## src/rtl/hex_scan_controller.sv

```systemverilog
// Time-multiplexed common-anode seven-segment scanner with blanking between digits
// and frame-aligned value updates through a single-entry pending buffer.

module hex_decoder (
  input  logic [3:0] hex,
  output logic [6:0] seg
);
  // Active-low segments, bit0 = a .. bit6 = g.
  always_comb begin
    seg = 7'h7F;
    case (hex)
      4'h0: seg = 7'h40;
      4'h1: seg = 7'h79;
      4'h2: seg = 7'h24;
      4'h3: seg = 7'h30;
      4'h4: seg = 7'h19;
      4'h5: seg = 7'h12;
      4'h6: seg = 7'h02;
      4'h7: seg = 7'h78;
      4'h8: seg = 7'h00;
      4'h9: seg = 7'h10;
      4'hA: seg = 7'h08;
      4'hB: seg = 7'h03;
      4'hC: seg = 7'h46;
      4'hD: seg = 7'h21;
      4'hE: seg = 7'h06;
      4'hF: seg = 7'h0E;
      default: seg = 7'h7F;
    endcase
  end
endmodule

module hex_scan_controller #(
  parameter int NUM_DIGITS   = 4,
  parameter int DWELL_CYCLES = 50000,
  parameter int BLANK_CYCLES = 500
) (
  input  logic                    clk,
  input  logic                    resetn,
  input  logic                    enable,
  input  logic                    lz_suppress,
  input  logic [4*NUM_DIGITS-1:0] value_in,
  input  logic                    value_valid,
  output logic                    value_ready,
  output logic [NUM_DIGITS-1:0]   digit_sel,
  output logic [6:0]              seg,
  output logic                    frame_done
);
  localparam int MAXC = (DWELL_CYCLES > BLANK_CYCLES) ? DWELL_CYCLES : BLANK_CYCLES;
  localparam int CW   = (MAXC > 1) ? $clog2(MAXC) : 1;
  localparam int IW   = $clog2(NUM_DIGITS);
  localparam int VW   = 4 * NUM_DIGITS;
  localparam logic [CW-1:0] DWELL_LAST = CW'(DWELL_CYCLES - 1);
  localparam logic [CW-1:0] BLANK_LAST = CW'(BLANK_CYCLES - 1);
  localparam logic [IW-1:0] IDX_LAST   = IW'(NUM_DIGITS - 1);

  typedef enum logic [1:0] {IDLE, BLANK, DRIVE} state_t;

  state_t                state, state_n;
  logic [CW-1:0]         cnt, cnt_n;
  logic [IW-1:0]         idx, idx_n;
  logic [VW-1:0]         shadow, pending;
  logic                  pending_full;
  logic                  accept, load, boundary, frame_done_n;
  logic [3:0]            nib [NUM_DIGITS];
  logic [NUM_DIGITS-1:0] lz_blank;
  logic [3:0]            nib_sel;
  logic [6:0]            dec_seg, seg_n;
  logic [NUM_DIGITS-1:0] sel_n;

  assign value_ready = ~pending_full;
  assign accept      = value_valid & ~pending_full;
  assign boundary    = (state == DRIVE) && (cnt == DWELL_LAST) && (idx == IDX_LAST);
  // Pending and accept are mutually exclusive: a load needs a full buffer, an accept an empty one.
  assign load        = pending_full & (boundary | (state == IDLE));

  always_comb begin
    state_n      = state;
    cnt_n        = cnt;
    idx_n        = idx;
    frame_done_n = 1'b0;
    case (state)
      IDLE: begin
        if (enable) begin
          state_n = BLANK;
          cnt_n   = '0;
          idx_n   = '0;
        end
      end
      BLANK: begin
        if (!enable) begin
          state_n = IDLE;
          cnt_n   = '0;
          idx_n   = '0;
        end else if (cnt == BLANK_LAST) begin
          state_n = DRIVE;
          cnt_n   = '0;
        end else begin
          cnt_n = cnt + 1'b1;
        end
      end
      DRIVE: begin
        if (!enable) begin
          state_n = IDLE;
          cnt_n   = '0;
          idx_n   = '0;
        end else if (cnt == DWELL_LAST) begin
          state_n = BLANK;
          cnt_n   = '0;
          if (idx == IDX_LAST) begin
            idx_n        = '0;
            frame_done_n = 1'b1;
          end else begin
            idx_n = idx + 1'b1;
          end
        end else begin
          cnt_n = cnt + 1'b1;
        end
      end
      default: begin
        state_n = IDLE;
        cnt_n   = '0;
        idx_n   = '0;
      end
    endcase
  end

  // A digit is suppressible when it and every more significant nibble are zero.
  always_comb begin
    logic run;
    run      = 1'b1;
    lz_blank = '0;
    for (int i = 0; i < NUM_DIGITS; i++) nib[i] = shadow[4*i +: 4];
    for (int i = NUM_DIGITS - 1; i >= 1; i--) begin
      run         = run & (nib[i] == 4'h0);
      lz_blank[i] = run;
    end
  end

  assign nib_sel = nib[idx_n];

  hex_decoder u_dec (
    .hex (nib_sel),
    .seg (dec_seg)
  );

  // Outputs are computed from the next state so the registered pins align with state/counter.
  always_comb begin
    sel_n = '1;
    seg_n = 7'h7F;
    if (state_n == DRIVE) begin
      sel_n = ~(NUM_DIGITS'(1) << idx_n);
      if (!(lz_suppress && lz_blank[idx_n])) seg_n = dec_seg;
    end
  end

  always_ff @(posedge clk or negedge resetn) begin
    if (!resetn) begin
      state      <= IDLE;
      cnt        <= '0;
      idx        <= '0;
      digit_sel  <= '1;
      seg        <= 7'h7F;
      frame_done <= 1'b0;
    end else begin
      state      <= state_n;
      cnt        <= cnt_n;
      idx        <= idx_n;
      digit_sel  <= sel_n;
      seg        <= seg_n;
      frame_done <= frame_done_n;
    end
  end

  always_ff @(posedge clk or negedge resetn) begin
    if (!resetn) begin
      shadow       <= '0;
      pending      <= '0;
      pending_full <= 1'b0;
    end else if (load) begin
      shadow       <= pending;
      pending_full <= 1'b0;
    end else if (accept) begin
      pending      <= value_in;
      pending_full <= 1'b1;
    end
  end
endmodule

```

## config.mk

```make
export PLATFORM = sky130hd
export DESIGN_NAME = hex_scan_controller
export DESIGN_NICKNAME = d
export VERILOG_FILES = /design/src/rtl/hex_scan_controller.sv
export SDC_FILE = /design/constraint.sdc
export NUM_CORES = 1
export LEC_CHECK = 0
export ABC_AREA = 1
export CAP_MARGIN = 25
export CORE_ASPECT_RATIO = 1.5
export CORE_MARGIN = 8
export CORE_UTILIZATION = 40
export CTS_BUF_LIST = sky130_fd_sc_hd__clkbuf_8
export DETAILED_ROUTE_END_ITERATION = 8
export GPL_ROUTABILITY_DRIVEN = 1
export SYNTH_ARGS = -nofsm -noshare
export SYNTH_HDL_FRONTEND = slang
export SYNTH_SLANG_ARGS = --single-unit
```

## constraint.sdc

```tcl
create_clock -name clk -period 2.2 [get_ports clk]
set_input_delay 0.55 -clock clk [delete_from_list [all_inputs] [get_ports clk]]
set_output_delay 0.55 -clock clk [all_outputs]
set_load 0.005 [all_outputs]
```

==> impl_results.md <==
- Max frequency: 424 MHz
- Cell taking the most area after synthesis: dfrtp_1
- Asr flop ratio synth: 1.00
- Register share of total power: 0.388
- Clock Skew: 0.0102 ns
- Synth top area share: 0.391
- Final HPWL DP: 5.83 mm
- CTS Buffer Depth: 2
- Final setup viols: 6
- Syn avg cell area: 8.23 sq um
- Residual DRC: 0
- Vias per cell: 4.77
- Port Buffers: 33
- R2R Path End: seg[0]
- Final Slew Violations: 0
- Power Density: 892 nW/um^2
- Drt pass-1 iters: 4
- Die Y: 130 um
- Clock power share: 0.222
- Register area: 1640 sq um
- Clock root cell: clkbuf_8
- # nets final: 577
- Outcome: complete, but fails checks
- Synthesized flop and latch total: 65
- Setup WS post-layout: -0.157 ns
- Area of the multi-input gates: 1870 sq um
- VDD IR-drop max: 0.712 mV
- Crit-path slowest cell: dfrtp_1
- Crit path max fanout: 6
- DIE WIDTH: 91.9 um
- Post-place setup slack: -0.510 ns
- Drt wl/cell: 12.8 um
- Ports: 34
- Fin cells: 656
- Filler instances: 761
- Core Region: 8410 sq um
- Gpl congestion: 0.852
- Fraction of layout instances using a drive strength above 1: 0.386
- Starting Density: 0.411
- Origin of the critical flop-to-flop path: cnt[1]
- Final Cycle Share: 1.07
- Switching share of power: 0.363
- Worst endpoint data arrival time: 2.64 ns
- Logic gate share of total power: 0.390
- Clk sinks: 65
- Net Switching: 1630 uW
- Total CTS buffers: 9
- Largest stage delay on the critical path: 0.40 ns
- Largest net degree at the start of global routing: 66
- Congestion Overflow GR: 0
- R2R setup slack: -0.16 ns
- Ant. Diodes: 0
- CP delay by family, top: simple AND/OR/NAND/NOR gates
- GRT Util Overall: 0.142
- Clock Pin Slew Worst Setup and Hold Paths: 0.07 ns
- Seq/Total Area, Yosys: 0.475
- Crit end category: register
- Cell with the most instances after synthesis: nand2_1
- WP depth: 19
- Synth Flop Type: dfrtp_1
- H-tree levels: 3
- Synth Warn #: 0
- Synthesis-to-finish area growth: 45.9%
- CTS tree: yes
- FF-to-FF path depth: 19
- Latest clock arrival within the worst-skew pair: 0.34 ns
- Die area: 11900 sq um
- DRT antenna net count: 0
- Number of synthesized flops with an enable pin: 0
- Final Hold Fails: 0
- Number of max-cap violations: 0
- Cells along the critical path: ha_4 > nand3_4 > nor2_2 > nand2_2 > nand3_2 > nand2_2 > nand2_1 > nand2_2 > nand2_4 > clkinv_4 > nand3_2 > nand2_2 > nor2_4 > buf_4 > ha_1 > nand2_1 > nand2_1 > nand2_1 > nand3_1
- Global-route wire length before repair: 13.7 mm
- Req. time, crit path: 2.48 ns
- Unique masters post-synth: 32
- Vias: 3128
- Synth Instances: 420
- Failing checks: negative setup slack
- Internal: 2860 uW
- HP Class: in -> async
- Worst Tran Pin Value: 0.571 ns
- Cell Rows: 41
- Area contributors post-synth: dfrtp_1 39%, nand2_1 14%, dfstp_2 8.4%
- LEAKAGE: 0.00239 uW
- Syn nets: 453
- Post-Synthesis Cell Area: 3450 sq um
- Kind of critical path: reg -> reg
- First DRT Iteration DRCs: 151
- Top post-synthesis cells by count: 129 x nand2_1, 54 x dfrtp_1, 41 x inv_1, 39 x nor2_1, 35 x nand3_1
- DP Cell Count: 616
- Final min period: 2.36 ns
- Util after Layout: 0.599
- Antenna violations before repair: 0
- Buf/Inv on CP: 2
- Relative slew margins: 0.617
- Vias in the first global route: 3091
- Routed wire length: 8.41 mm
- CP startpoint kind: register
- Hold Buf Count CTS: 0
- Unrepaired setup endpoints after global routing: true
-- final cells by class --
cell class | instances | share of cell area
Clock inverter | 6 | 0.0117
Tap cell | 107 | 0.0266
Clock buffer | 10 | 0.0273
Multi-Input combinational cell | 299 | 0.370
Sequential cell | 65 | 0.325
Timing Repair Buffer | 123 | 0.203
Inverter | 46 | 0.0357
-- metal layers --
metal  routed length, um  track usage  vias to the layer above
met2                4350        0.239                       73
met4                 110       0.0724                        0
met3                 399       0.0362                       10
li1                    -            -                     1585
met1                3540        0.162                     1460
met5                   0            0                        -
-- how the worst max path moves through the flow --
stage               startpoint     end  slack [ns]
floorplan               cnt[0]  seg[0]       0.008
global placement        enable  seg[3]       -0.45
detailed placement      enable  seg[6]       -0.51
CTS                     cnt[0]  seg[0]       -0.07
global route            cnt[1]  seg[0]       -0.31
finish                  cnt[1]  seg[0]       -0.16
-- placed cells by master, fill, tap and decap left out, drive strengths merged, types with 2 or more instances in the layout --
| cell | synthesis | final |
|---|---|---|
| nor2 | 44 | 44 |
| o21ai | 11 | 11 |
| nand2 | 138 | 138 |
| nor3 | 7 | 7 |
| nand3 | 36 | 36 |
| buf | 3 | 91 |
| clkdlybuf4s50 | 0 | 31 |
| xor2 | 6 | 6 |
| nand4 | 11 | 11 |
| clkinv | 1 | 3 |
| ha | 12 | 12 |
| mux2 | 16 | 16 |
| clkinvlp | 0 | 2 |
| inv | 45 | 46 |
| dfstp | 11 | 11 |
| a21oi | 6 | 6 |
| nor4 | 2 | 2 |
| o22ai | 3 | 3 |
| dfrtp | 54 | 54 |
| clkbuf | 7 | 10 |
-- flip-flops by register name, summed over array words and instances, names as in the netlist --
signal and count:
state 2, seg 7, pending_full 1, shadow 16, pending 16, frame_done 1
digit_sel 4, idx 2, cnt 16
-- power groups by stage --
stage | Sequential [uW] | Clock [uW] | Combinational (uW)
6_report | 1740 | 998 | 1750
5_1_grt | 1780 | 1090 | 1960
4_1_cts | 1730 | 1030 | 1490
3_5_place_dp | 1750 | 0 | 1440
3_3_place_gp | 1740 | 0 | 1410
2_1_floorplan | 1680 | 0 | 1020
-- repair_timing --
item,CTS,global route
pin swaps,9,23
cloned,0,0
setup endpoints to repair,7,12
gates resized for setup,21,57
setup buffers,7,17
-- logic make-up (layout without fill, tap and decap cells) --
| family | Yosys count | in the layout | share of synthesized area |
|---|---|---|---|
| buffers and inverters | 56 | 185 | 0.0688 |
| and+or+nand+nor | 240 | 240 | 0.302 |
| AOI/OAI and AO/OA | 24 | 24 | 0.0406 |
| muxes | 16 | 16 | 0.0522 |
| adders and majority gates | 12 | 12 | 0.0435 |
| DFF | 65 | 65 | 0.475 |
| xor gates and xnor gates | 7 | 7 | 0.0177 |
-- stage by stage --
stage / setup TNS (ns) / power, uW / instance area (sq um) / hold slack [ns]
after floorplan: 0 / 2700 / 3460 / 0.254
after global placement: -3.73 / 3150 / 4370 / 0.449
after detailed placement: -4.18 / 3190 / 4370 / 0.455
after CTS: -0.334 / 4250 / 4700 / 0.214
after global routing: -1.70 / 4830 / 5040 / 0.242
final: -0.739 / 4490 / 5040 / 0.197
Note: power is estimated with default switching activity, not from simulation.
